`src/rtl/fifo_write_arbiter.sv`:
```
// fifo_write_arbiter: round-robin, burst-capable sharing of one
// FIFO write port among NUM_REQ valid/ready producers.
module fifo_write_arbiter #(
  parameter int NUM_REQ    = 4,
  parameter int DATA_WIDTH = 8,
  parameter int MAX_BURST  = 4
) (
  input  logic                          clk,
  input  logic                          reset,
  input  logic [NUM_REQ-1:0]            req_valid,
  input  logic [NUM_REQ*DATA_WIDTH-1:0] req_data,
  output logic [NUM_REQ-1:0]            req_ready,
  output logic                          fifo_write,
  output logic [DATA_WIDTH-1:0]         fifo_write_data,
  input  logic                          fifo_full,
  input  logic                          fifo_almost_full,
  output logic [$clog2(NUM_REQ)-1:0]    grant_id,
  output logic                          busy
);

  localparam int GW = $clog2(NUM_REQ);
  localparam int CW = $clog2(MAX_BURST + 1);

  typedef enum logic {IDLE, BURST} state_t;

  state_t                state_q, state_d;
  logic [GW-1:0]         rr_ptr_q, rr_ptr_d;
  logic [GW-1:0]         grant_q, grant_d;
  logic [CW-1:0]         cnt_q, cnt_d;
  logic                  fw_q, fw_d;
  logic [DATA_WIDTH-1:0] fwd_q, fwd_d;

  logic                  space_ok;
  logic                  found;
  logic [GW-1:0]         pick;
  logic [GW-1:0]         sel;
  logic [GW-1:0]         next_ptr;
  logic [DATA_WIDTH-1:0] sel_data;
  logic [NUM_REQ-1:0]    ready;
  logic [CW-1:0]         cnt_inc;

  // The registered write still in flight may consume the last slot.
  assign space_ok = !fifo_full && !(fw_q && fifo_almost_full);

  always_comb begin
    int j;
    logic [GW-1:0] jj;
    found = 1'b0;
    pick  = '0;
    j     = 0;
    jj    = '0;
    for (int k = 0; k < NUM_REQ; k++) begin
      j = int'(rr_ptr_q) + k;
      if (j >= NUM_REQ) j = j - NUM_REQ;
      jj = GW'(j);
      if (!found && req_valid[jj]) begin
        found = 1'b1;
        pick  = jj;
      end
    end
  end

  assign sel = (state_q == IDLE) ? pick : grant_q;

  assign next_ptr = (sel == GW'(NUM_REQ - 1)) ?
                    '0 : sel + GW'(1);

  assign cnt_inc = cnt_q + CW'(1);

  always_comb begin
    sel_data = '0;
    for (int i = 0; i < NUM_REQ; i++) begin
      if (sel == GW'(i))
        sel_data = req_data[i*DATA_WIDTH +: DATA_WIDTH];
    end
  end

  always_comb begin
    state_d  = state_q;
    rr_ptr_d = rr_ptr_q;
    grant_d  = grant_q;
    cnt_d    = cnt_q;
    fw_d     = 1'b0;
    fwd_d    = fwd_q;
    ready    = '0;
    unique case (state_q)
      IDLE: begin
        if (found && space_ok) begin
          ready[pick] = 1'b1;
          fw_d        = 1'b1;
          fwd_d       = sel_data;
          grant_d     = pick;
          cnt_d       = CW'(1);
          if (MAX_BURST == 1) rr_ptr_d = next_ptr;
          else                state_d  = BURST;
        end
      end
      BURST: begin
        // A stall never ends the burst; only a
        // completed count or an idle producer does.
        if (space_ok) begin
          if (req_valid[grant_q]) begin
            ready[grant_q] = 1'b1;
            fw_d           = 1'b1;
            fwd_d          = sel_data;
            cnt_d          = cnt_inc;
            if (cnt_inc == CW'(MAX_BURST)) begin
              rr_ptr_d = next_ptr;
              state_d  = IDLE;
            end
          end else begin
            rr_ptr_d = next_ptr;
            state_d  = IDLE;
          end
        end
      end
      default: state_d = IDLE;
    endcase
  end

  always_ff @(posedge clk or negedge reset) begin
    if (!reset) begin
      state_q  <= IDLE;
      rr_ptr_q <= '0;
      grant_q  <= '0;
      cnt_q    <= '0;
      fw_q     <= 1'b0;
      fwd_q    <= '0;
    end else begin
      state_q  <= state_d;
      rr_ptr_q <= rr_ptr_d;
      grant_q  <= grant_d;
      cnt_q    <= cnt_d;
      fw_q     <= fw_d;
      fwd_q    <= fwd_d;
    end
  end

  assign req_ready       = reset ? ready : '0;
  assign fifo_write      = fw_q;
  assign fifo_write_data = fwd_q;
  assign grant_id        = grant_q;
  assign busy            = (state_q == BURST);

endmodule

```
`config.mk`:
```
export PLATFORM = sky130hd
export DESIGN_NAME = fifo_write_arbiter
export DESIGN_NICKNAME = d
export VERILOG_FILES = /design/src/rtl/fifo_write_arbiter.sv
export SDC_FILE = /design/constraint.sdc
export NUM_CORES = 1
export LEC_CHECK = 0
export CAP_MARGIN = 20
export CORE_MARGIN = 2
export CORE_UTILIZATION = 41
export DETAILED_ROUTE_END_ITERATION = 6
export HOLD_SLACK_MARGIN = 0.15
export PLACE_DENSITY = 0.78
export SLEW_MARGIN = 20
export SYNTH_ARGS = -nofsm -noshare
export SYNTH_HDL_FRONTEND = slang
export SYNTH_SLANG_ARGS = --single-unit
```
`constraint.sdc`:
```
create_clock -name clk -period 3 [get_ports clk]
set_input_delay 0.6 -clock clk [delete_from_list [all_inputs] [get_ports clk]]
set_output_delay 0.6 -clock clk [all_outputs]
set_load 0.005 [all_outputs]
```
# After elaboration in Yosys (flattened, before gate mapping)
# Index checks and enable logic that the tools add are counted.
# classes
n_addsub	9
mul	0
div	0
magnitude_cmp	12
eq_ne	8
n_shift	0
n_mux	55
bitwise_logic	1
n_reduce_logical	17
# ops
op	n
$mux W8	7
$mux W2	12
$lt A2 B3 Y1 const B	6
$mux W1	17
$mux W4	4
$pmux W8 S2	1
$bmux W1 S2	5
$ge A3 B3 Y1 const B	3
$mux W3	3
$logic_and A1 B1 Y1	8
$ne A2 B1 Y1 const B	4
$pmux W4 S2	1
$sub A2 B1 Y2 const B	4
$add A2 B2 Y3 const B	2
$pmux W3 S2	1
$reduce_and A3 Y1	2
$logic_not A1 Y1	5
$demux W1 S2	2
$eq A2 B2 Y1 const B	2
$ge A2 B1 Y1 const B	2
$pmux W1 S2	2
$add A2 B1 Y3 const B	1
$add A3 B1 Y3 const B	1
$eq A3 B3 Y1 const B	1
6 further kinds	6
# totals
reg_bits	17
latchBits	0
ramBits	0
romBits	0
word_cells	108
n_memories	0

# Longest topological paths before layout
# logic_depth
word_depth	23
ltp_mapped	12
ltp_nobuf	11

# Worst setup path after synthesis
# OpenSTA, ideal clock, no wires.
# synth_path
kind	input-to-reg
from	input req_valid[2]
to	register fwd_q[0] (netlist: fifo_write_data[0])
setup_time_ps	125
arrival_ps	2498
required_ps	2875
setup_slack_ps	376
path_stages	12
n_path_buf	1
cell_sequence	mux2i_1 -> nor2_1 -> or3_1 -> o21a_1 -> inv_1 -> ha_1 -> clkbuf_1 -> nor2b_1 -> a221oi_1 -> nor3_1 -> a21oi_1 -> a21oi_1
# synth_between
elab_chain_cells	21
word_cells_on_any_way	41
# synth_lines
element	line_no	source
start: declaration	10	input logic [NUM_REQ-1:0] req_valid,
$bmux W1 S2	56	if (!found && req_valid[jj]) begin
$mux W1 (implied by the code)	56	
$mux W1	56	
$logic_not A1 Y1	56	
$logic_and A1 B1 Y1	56	
$mux W1	56	
$logic_not A1 Y1	56	
$logic_and A1 B1 Y1	56	
(+2 left out)	-	
$logic_and A1 B1 Y1	56	
$mux W2	56	
$mux W2	63	assign sel = (state_q == IDLE) ? pick : grant_q;
$logic_not A2 Y1	73	if (sel == GW'(i))
$mux W8 (4 in a row)	73	
$mux W8	102	if (req_valid[grant_q]) begin
$mux W8	101	if (space_ok) begin
$pmux W8 S2	86	unique case (state_q)
end signal: assignment	135	fwd_q <= fwd_d;
end: declaration	31	logic [DATA_WIDTH-1:0] fwd_q, fwd_d;
# Parallel ways exist; a longest one is shown, timed or not. The select of a mux whose other input is x is not followed.
# A chain may end at the register's enable or synchronous reset.

# Worst setup path after layout
# layout_path
from	input req_valid[3]
to	output req_ready[0]
# layout_between
elab_chain_cells	19
word_cells_on_any_way	35
# layout_lines
element	line_no	source
$bmux W1 S2	56	
$mux W1 (implied by the code)	56	
$mux W1	56	
$logic_not A1 Y1	56	
$logic_and A1 B1 Y1	56	
$mux W1	56	
$logic_not A1 Y1	56	
$logic_and A1 B1 Y1	56	
(+3 left out)	-	
$mux W2	56	
$lt A2 B3 Y1 (implied by the code) / $ge A2 B1 Y1 (equally long branches)	89	ready[pick] = 1'b1;
$logic_and A1 B1 Y1 (implied by the code)	89	
$mux W1 (implied by the code)	89	
$demux W1 S2	89	
$mux W4	88	if (found && space_ok) begin
$pmux W4 S2 (*)	86	
$mux W4 (*)	139	assign req_ready = reset ? ready : '0;
end: declaration	12	output logic [NUM_REQ-1:0] req_ready,
# Every way passes the cells marked *; elsewhere a longest branch is shown, timed or not. The select of a mux whose other input is x is not followed.

==> results.ini <==
[run_status]
status=complete, no violations

[synthesis]
ys_seq_area_frac=0.349
postSynthCellCount=143
ys_types=31
synth_common_cells=23 x a21oi_1, 17 x dfrtp_1, 12 x nor2_1, 12 x nor2b_1, 10 x nand2_1
synth_top_area_frac=0.349
avgSynthCellArea_sq_um=8.52
yosys.area_share.simple=0.215
synthArstFlopShare=1.00
synth_compound_area_frac=0.244
ys_top_cells_by_area=dfrtp_1 35%, a21oi_1 9.4%, ha_1 6.2%
synth_edf_count=0
synth-seq-cells=17
synth_fa_ha_area_frac=0.0616
synth_most_common_cell=a21oi_1
synth_top_flop_cell=dfrtp_1
synth.largest_area_cell=dfrtp_1
synth_top_family_by_area=compound AO/OA/AOI/OAI gates
synthMuxAreaShare=0.0606
syn_area_sq_um=1220
ys_warn_count=0
synthXorXnorAreaFrac=0
syn-num-nets=189

[route]
drc=0
drt_iter0_markers=70
wl_per_cell_um=13.8
vias=1306
via_per_inst=5.44
first_pass_iters=4
ant_nets=0
routed_wl_um=3300

[die]
num_io_pins=56
fp-row-count=19
die_h_um=58.5
core_sq_um=2780
die_w_um=58.5
start_util=0.438
die_area_sq_um=3420

[timing]
fmax_ghz=0.339
slew-limit-headroom=0.558
skew_ps=5.01
whs_ps=516
setup_slack_ps=46.4
fin_crit_ps=2950
drv_slew=0
hold_viol_final=0
finalSetupViolCount=0
grt_setup_unrepaired=false
period_share=0.985
tightest_slew_ps=661
setup_tns_ps=0

[cts]
cts.sinks=17
clkTransAtPathRegs_ps=110
clock_path_buffers=2
h-tree-depth=1
cts_hold_buf=0
clk_latency_ps=300
cts_tree=built
cts_buffers=3
cts_root_buf=clkbuf_4

[power]
ir_drop_mv=0.673
p_leak_nw=0.849
cellPowerDensity_nw_per_um2=879

[grt]
grtUsageTotal=0.200
first_global_vias=1251
grt_max_degree=21
grt_pass1_wl_um=5240
antenna_found_initial=0
overflow=0

[place]
gp_congestion=0.890
port_buffers=55
post-place-ws_ps=-329
hpwlAfterDp_um=2730

[final_layout]
area_growth_pct=57.0
n_antenna_cell=0
drive_gt1_frac=0.134
nFillCells=236
multi_input_area_sq_um=711
seqCellArea_sq_um=425
final_nets=256
fin_util=0.688

[setup_path]
end_kind=output pin
cp-start-kind=input port
cp_max_fo=6
worstSetupPathType=in -> out
crit_arrival_ps=2350
worstPathRequired_ps=2400

[hold_path]
hp-class=in -> async

[job]
drv_cap=0

## state kept, by name, summed over array words and instances (netlist names)
signal           count
fifo_write_data      8
busy                 1
cnt_q                3
grant_id             2
fifo_write           1
rr_ptr_q             2
## where the power goes
part	internal [W]	switching, W
Sequential	0.000338	0.000107
Clock	0.0000498	0.0000792
Combinational	0.000604	0.000504
Total	0.000992	0.000690
## cells in the final DEF, fill, tap and decap left out, types with 2 or more instances in the layout
master / count
nor2_1: 12
a221oi_1: 7
o21ai_0: 7
o32ai_1: 2
mux2i_1: 4
nor2b_1: 11
and2_1: 2
nand2_1: 10
dfrtp_1: 17
inv_1: 8
clkdlybuf4s50_1: 48
a21oi_1: 23
a32oi_1: 2
o21a_1: 2
buf_4: 15
dlygate4sd2_1: 5
nor3_1: 8
clkbuf_4: 3
ha_1: 6
## cell families after synthesis
family | after synthesis
DFF | 17
AOI/OAI and AO/OA | 47
and+or+nand+nor | 50
muxes | 6
adders and majority gates | 6
buffers and inverters | 17
## final cells by class
| class | count | share of cell area |
|---|---|---|
| inverter | 8 | 0.0157 |
| timing repair buffer | 71 | 0.356 |
| sequential | 17 | 0.222 |
| clock buffer | 3 | 0.0118 |
| multi-input combinational | 109 | 0.371 |
| clock inverter | 1 | 0.00262 |
| tap | 31 | 0.0203 |
## worst paths after layout
| kind | to | startpoint | slack (ps) | cells past startpoint |
|---|---|---|---|---|
| max | req_ready[0] | req_valid[3] | 50 | 7 |
| min | grant_id[0] | reset | 520 | 1 |
| max reg2reg | fifo_write_data[5] | rr_ptr_q[1] | 260 | 11 |
| min reg2reg | fifo_write_data[5] | fifo_write_data[5] | 550 | 2 |
| max in group asynchronous | fifo_write_data[5] | reset | 2010 | 2 |
| min in group clk | fifo_write_data[5] | fifo_write_data[5] | 550 | 2 |
## per-stage QoR
step	area, sq um	total power, W	std cells
floorplan	1220	0.00109	143
global placement	1880	0.00152	235
detailed placement	1880	0.00156	235
CTS	1900	0.00169	239
global route	1910	0.00182	240
finish	1910	0.00168	240
## critical path, cell delays in order
cell             delay [ps]
dlygate4sd2_1           290
mux4_2                  500
and3_4                  210
nand2_1                  60
o32ai_1                  70
and2_1                  170
clkdlybuf4s50_1         450
## routing by layer
metal,global-route usage,share of wire,up-vias
met5,0,0,-
met4,0.0897,0.018,0
met3,0.0176,0.061,5
met2,0.364,0.52,58
met1,0.238,0.40,593
li1,-,-,650
## timing repair
item | in CTS | in global routing
pin swaps | 2 | 2
setup endpoints to repair | 5 | 1
gates resized for setup | 8 | 1
buffers inserted | 0 | 1
No activity file was read; power rests on OpenSTA's default activity.
